$ cat config.mk
export PLATFORM = sky130hd
export DESIGN_NAME = wdt_timer
export DESIGN_NICKNAME = d
export VERILOG_FILES = /design/src/rtl/wdt_timer.sv
export SDC_FILE = /design/constraint.sdc
export NUM_CORES = 1
export LEC_CHECK = 0
export CORE_MARGIN = 3
export CORE_UTILIZATION = 40
export CTS_CLUSTER_SIZE = 40
export DETAILED_ROUTE_END_ITERATION = 10
export PLACE_DENSITY = 0.68
export REMOVE_ABC_BUFFERS = 1
export SYNTH_ARGS = -nofsm -noshare
export SYNTH_HDL_FRONTEND = slang
export SYNTH_SLANG_ARGS = --single-unit
$ cat constraint.sdc
create_clock -name clk -period 7.7 [get_ports clk]
set_input_delay 1.155 -clock clk [delete_from_list [all_inputs] [get_ports clk]]
set_output_delay 1.155 -clock clk [all_outputs]
set_load 0.005 [all_outputs]
$ cat src/rtl/wdt_timer.sv
// wdt_timer: watchdog timer with a single-cycle register slave port.
//
// Counts prescaled clock ticks while enabled and raises a level `timeout`
// once the count reaches the programmed threshold. The level holds until
// software kicks (WDLIVE) or disables (WDEN) the watchdog. Masking and
// acknowledgement of the request are handled downstream.
//
// Ports
//   clk         clock, all logic on posedge
//   rst         synchronous active-high reset, overrides any same-cycle access
//   wdt_wen     register write strobe
//   wdt_ren     register read strobe
//   wdt_addr    register offset, shared by read and write
//   wdt_wdata   write data
//   wdt_rdata   registered read data, holds its value while wdt_rvalid is low
//   wdt_rvalid  one-cycle pulse marking wdt_rdata valid
//   timeout     watchdog expired, registered level
//
// Register map
//   0x0100 WDEN    RW  bit0 enable
//   0x0200 WDLIVE  WO  bit0=1 kicks, reads 0
//   0x0300 WTOCNT  RW  threshold
//   0x0400 WDCNT   RO  current count
//   0x0500 STATUS  RO  {30'b0, state}
//
// CNT_W must not exceed the 32-bit bus width.

module wdt_timer #(
    parameter int unsigned CNT_W    = 32,
    parameter int unsigned PRESCALE = 1
) (
    input  logic        clk,
    input  logic        rst,
    input  logic        wdt_wen,
    input  logic        wdt_ren,
    input  logic [15:0] wdt_addr,
    input  logic [31:0] wdt_wdata,
    output logic [31:0] wdt_rdata,
    output logic        wdt_rvalid,
    output logic        timeout
);

    localparam logic [15:0] AddrWden   = 16'h0100;
    localparam logic [15:0] AddrWdlive = 16'h0200;
    localparam logic [15:0] AddrWtocnt = 16'h0300;
    localparam logic [15:0] AddrWdcnt  = 16'h0400;
    localparam logic [15:0] AddrStatus = 16'h0500;

    localparam int unsigned     PreW   = (PRESCALE > 1) ? $clog2(PRESCALE) : 1;
    localparam logic [PreW-1:0] PreMax = PreW'(PRESCALE - 1);

    typedef enum logic [1:0] {
        StIdle    = 2'b00,
        StCount   = 2'b01,
        StExpired = 2'b10
    } state_e;

    state_e            state_q;
    logic              wden_q;
    logic [CNT_W-1:0]  wtocnt_q;
    logic [CNT_W-1:0]  cnt_q;
    logic [PreW-1:0]   pre_q;
    logic              timeout_q;
    logic [31:0]       rdata_q;
    logic [31:0]       rdata_d;
    logic              rvalid_q;

    logic wr_wden;
    logic wr_tocnt;
    logic en_set;
    logic en_clr;
    logic kick;
    logic tick;

    // Write decode; a WDLIVE write with bit0=0 is not a kick.
    assign wr_wden  = wdt_wen && (wdt_addr == AddrWden);
    assign wr_tocnt = wdt_wen && (wdt_addr == AddrWtocnt);
    assign en_set   = wr_wden && wdt_wdata[0];
    assign en_clr   = wr_wden && !wdt_wdata[0];
    assign kick     = wdt_wen && (wdt_addr == AddrWdlive) && wdt_wdata[0];
    assign tick     = (pre_q == PreMax);

    // Watchdog state machine and its registered outputs.
    always_ff @(posedge clk) begin
        if (rst) begin
            state_q   <= StIdle;
            wden_q    <= 1'b0;
            wtocnt_q  <= '0;
            cnt_q     <= '0;
            pre_q     <= '0;
            timeout_q <= 1'b0;
        end else begin
            if (wr_wden) begin
                wden_q <= wdt_wdata[0];
            end
            if (wr_tocnt) begin
                wtocnt_q <= wdt_wdata[CNT_W-1:0];
            end

            case (state_q)
                StIdle: begin
                    cnt_q     <= '0;
                    pre_q     <= '0;
                    timeout_q <= 1'b0;
                    if (en_set) begin
                        state_q <= StCount;
                    end
                end

                StCount: begin
                    if (en_clr) begin
                        state_q <= StIdle;
                        cnt_q   <= '0;
                        pre_q   <= '0;
                    end else if (kick) begin
                        // A kick suppresses the tick of the same cycle.
                        cnt_q <= '0;
                        pre_q <= '0;
                    end else if (tick) begin
                        pre_q <= '0;
                        // >= lets a lowered threshold expire on the next tick
                        // and keeps cnt from ever wrapping past all-ones.
                        if (cnt_q >= wtocnt_q) begin
                            state_q   <= StExpired;
                            timeout_q <= 1'b1;
                        end else begin
                            cnt_q <= cnt_q + 1'b1;
                        end
                    end else begin
                        pre_q <= pre_q + 1'b1;
                    end
                end

                StExpired: begin
                    // cnt stays frozen; re-enabling has no effect here.
                    if (en_clr) begin
                        state_q   <= StIdle;
                        cnt_q     <= '0;
                        pre_q     <= '0;
                        timeout_q <= 1'b0;
                    end else if (kick) begin
                        state_q   <= StCount;
                        cnt_q     <= '0;
                        pre_q     <= '0;
                        timeout_q <= 1'b0;
                    end
                end

                default: begin
                    state_q   <= StIdle;
                    cnt_q     <= '0;
                    pre_q     <= '0;
                    timeout_q <= 1'b0;
                end
            endcase
        end
    end

    // Read mux samples pre-edge state, so a same-cycle write returns the old value.
    always_comb begin
        rdata_d = '0;
        case (wdt_addr)
            AddrWden:   rdata_d = {31'b0, wden_q};
            AddrWtocnt: rdata_d = 32'(wtocnt_q);
            AddrWdcnt:  rdata_d = 32'(cnt_q);
            AddrStatus: rdata_d = {30'b0, state_q};
            default:    rdata_d = '0;
        endcase
    end

    always_ff @(posedge clk) begin
        if (rst) begin
            rdata_q  <= '0;
            rvalid_q <= 1'b0;
        end else begin
            rvalid_q <= wdt_ren;
            if (wdt_ren) begin
                rdata_q <= rdata_d;
            end
        end
    end

    assign wdt_rdata  = rdata_q;
    assign wdt_rvalid = rvalid_q;
    assign timeout    = timeout_q;

endmodule

==> results.json <==
{
  "status": "completed",
  "cap_violations": 0,
  "gr-max-usage-layer": "met2",
  "total_power_mw": 1.03,
  "slew_headroom": 0.235,
  "netlist_area_um2": 5460,
  "path_cells": "clkdlybuf4s50_1 -> nor4_4 -> and4_4 -> and2_1 -> buf_4 -> nand2_1 -> nand2_1 -> a21oi_1",
  "grt_pass1_vias": 4986,
  "powerDensity_nw_per_um2": 153,
  "tritoncts": "yes",
  "rsz0062_at_grt": "false",
  "grt_first_pass_wirelength_mm": 23.5,
  "pwr-share-seq": 0.510,
  "switching_share": 0.221,
  "setup.worst_path.start_class": "input pin",
  "core-area_um2": 13300,
  "maxSlewViolCount": 0,
  "ys_async_sr_fraction": 0,
  "utilization": 0.505,
  "pwr-share-clk": 0.430,
  "cts_setup_buffers": 0,
  "synth-edff-count": 0,
  "hp-start": "wtocnt_q[3]$_SDFFE_PP0P_",
  "required_ns": 7.89,
  "vdd_drop_max_mv": 0.134,
  "cts.sinks": 101,
  "layout-drive-gt1-share": 0.0547,
  "reg2reg_from": "cnt_q[0]$_SDFFE_PP0P_",
  "min_period_ns": 3.75,
  "worstRegToRegCells": 8,
  "cp-end-kind": "flop",
  "htreeDepth": 3,
  "max_freq_mhz": 266,
  "synthCells": 680,
  "via_per_inst": 5.45,
  "tightest_slew_ns": 1.14,
  "io_buffer_count": 85,
  "antenna_left": 0,
  "drt_iter0_drc": 387,
  "start_util": 0.410,
  "root_buffer": "clkbuf_16",
  "grt_util_met3": 0.0493,
  "ctsHoldBuffers": 0,
  "crit_arrival_ns": 3.95,
  "switching_power_mw": 0.228,
  "final_cell_mix": "101 x dfxtp_1, 93 x nand2_1, 86 x a21oi_1",
  "firstDrtPassIters": 5,
  "grtUsageTotal": 0.192,
  "syn_area_per_cell_um2": 8.02,
  "place_congestion": 0.872,
  "min_to": "wtocnt_q[3]$_SDFFE_PP0P_",
  "worst_skew_pair.late_latency_ns": 0.35,
  "crit_path_max_fanout": 32,
  "min_path_cells": 2,
  "wl_mm": 13.9,
  "rows": 42,
  "finalCritPeriodShare": 0.488,
  "power.internal_mw": 0.803,
  "final_common_cell": "dfxtp_1",
  "antenna_found_initial": 0,
  "dp_slack_ns": 3.52,
  "cp_slowest_cell": "nand2_1",
  "overflow": 0,
  "dpl.hpwl_mm": 9.58,
  "r2r_end": "cnt_q[14]$_SDFFE_PP0P_",
  "fin_ws_ns": 3.95,
  "synth_ff_type": "dfxtp_1",
  "cts_buffer_depth": 2,
  "grt_max_degree": 77,
  "boundaryPins": 86,
  "ys_seq_area_frac": 0.371,
  "dieArea_um2": 15100,
  "gr-usage-met1": 0.240,
  "use_met2": 0.317,
  "postPlaceCellArea_um2": 6430,
  "finalHoldViolCount": 0,
  "die_h_um": 123,
  "n_fill_cell": 1305,
  "path_class": "in2reg",
  "drcViolationCount": 0,
  "yosysUniqueCellTypes": 59,
  "finClkSkew_ns": 0.0105,
  "postLayoutCellArea_um2": 6720,
  "num-nets-final": 830,
  "regArea_um2": 2020,
  "cts_resized": 0,
  "cp_common_cell": "nand2_1",
  "synth_warnings": 0,
  "setup_viol": 0,
  "syn_to_final_growth_pct": 23.1,
  "reg2reg_setup_slack_ns": 4.19,
  "num_antenna_cells": 0,
  "path_clk_slew_ns": 0.06,
  "routedWlPerCell_um": 15.0,
  "multiInputGateArea_um2": 3150,
  "vias": 5048,
  "die_x_um": 123,
  "ys_seq_elements": 101,
  "tns_ns": 0,
  "combPwrFrac": 0.060,
  "p_leak_nw": 2.37,
  "crit_path_max_incr_delay_ns": 0.75,
  "cts_made_buffers": 9,
  "hold_class": "reg2reg"
}
## cell families after synthesis
| group | count (synthesis) | share of synthesized area |
|---|---|---|
| AO/OA/AOI/OAI | 199 | 0.240 |
| adder cells (fa/ha/maj) | 33 | 0.0757 |
| buffers and inverters | 74 | 0.0521 |
| flip-flops | 101 | 0.371 |
| multiplexers | 5 | 0.00940 |
| AND/OR/NAND/NOR | 268 | 0.252 |
## sequential cells by signal, indices dropped and copies added (netlist names)
register    count
wdt_rdata      32
timeout         1
wdt_rvalid      1
wtocnt_q       32
cnt_q          32
state_q         2
wden_q          1
## cell type report
cell class / instances / share of cell area
Inverter: 37 / 0.0207
Clock inverter: 2 / 0.00242
Clock buffer: 14 / 0.0408
Sequential cell: 101 / 0.301
Timing Repair Buffer: 91 / 0.133
Multi-Input combinational cell: 505 / 0.470
Tap cell: 176 / 0.0328
## worst max-delay path, delay by kind of cell
family / cells / cell delay (ns)
compound gates: 1 / 0.09
buf+inv: 2 / 0.80
simple gates: 5 / 1.90
## through the flow
stage | hold WS (ns) | std cells
2_1_floorplan | 0.439 | 643
3_3_place_gp | 0.458 | 910
3_5_place_dp | 0.460 | 910
4_1_cts | 0.467 | 926
5_1_grt | 0.483 | 926
6_report | 0.464 | 926
## worst max path at each step
stage	start	to	slack, ns	cells after the start
after detailed placement	wdt_addr[10]	wtocnt_q[0]$_SDFFE_PP0P_	3.52	8
after global routing	wdt_addr[8]	wtocnt_q[0]$_SDFFE_PP0P_	3.65	8
after floorplan	wdt_addr[11]	wdt_rdata[10]$_SDFFE_PP0P_	3.77	6
after global placement	wdt_addr[10]	wtocnt_q[9]$_SDFFE_PP0P_	3.60	8
after CTS	wdt_addr[10]	wtocnt_q[0]$_SDFFE_PP0P_	3.90	8
final	wdt_addr[10]	wtocnt_q[0]$_SDFFE_PP0P_	3.95	8
## per-layer routing
| layer | wire length [µm] | vias to the layer above |
|---|---|---|
| met5 | 0 | - |
| met4 | 221 | 0 |
| met3 | 690 | 17 |
| met2 | 6640 | 125 |
| met1 | 6340 | 2356 |
| li1 | - | 2550 |
## Yosys cell counts (4+ instances only)
library cell	instances	area (µm²)
nand2_1	93	349
a21o_1	4	30.0
o31ai_1	19	143
inv_1	37	139
mux2i_1	4	40.0
nor3_1	5	25.0
ha_1	33	413
nor2_1	57	214
or3_1	5	31.3
nor2b_1	35	219
a31oi_1	6	37.5
clkbuf_1	31	116
or4_1	5	37.5
o21ai_0	31	155
nand4_1	15	93.8
a21oi_1	86	430
a22o_1	30	263
and3_1	11	68.8
nand2b_1	5	31.3
dfxtp_1	101	2020
nand3_1	16	80.1
## power groups by stage
stage | registers (mW) | logic [mW] | clock network (mW)
global route | 0.525 | 0.0672 | 0.475
finish | 0.525 | 0.0616 | 0.444
floorplan | 0.537 | 0.0177 | 0
global placement | 0.537 | 0.0606 | 0
CTS | 0.525 | 0.0620 | 0.454
detailed placement | 0.537 | 0.0618 | 0
No activity file was read; power rests on OpenSTA's default activity.
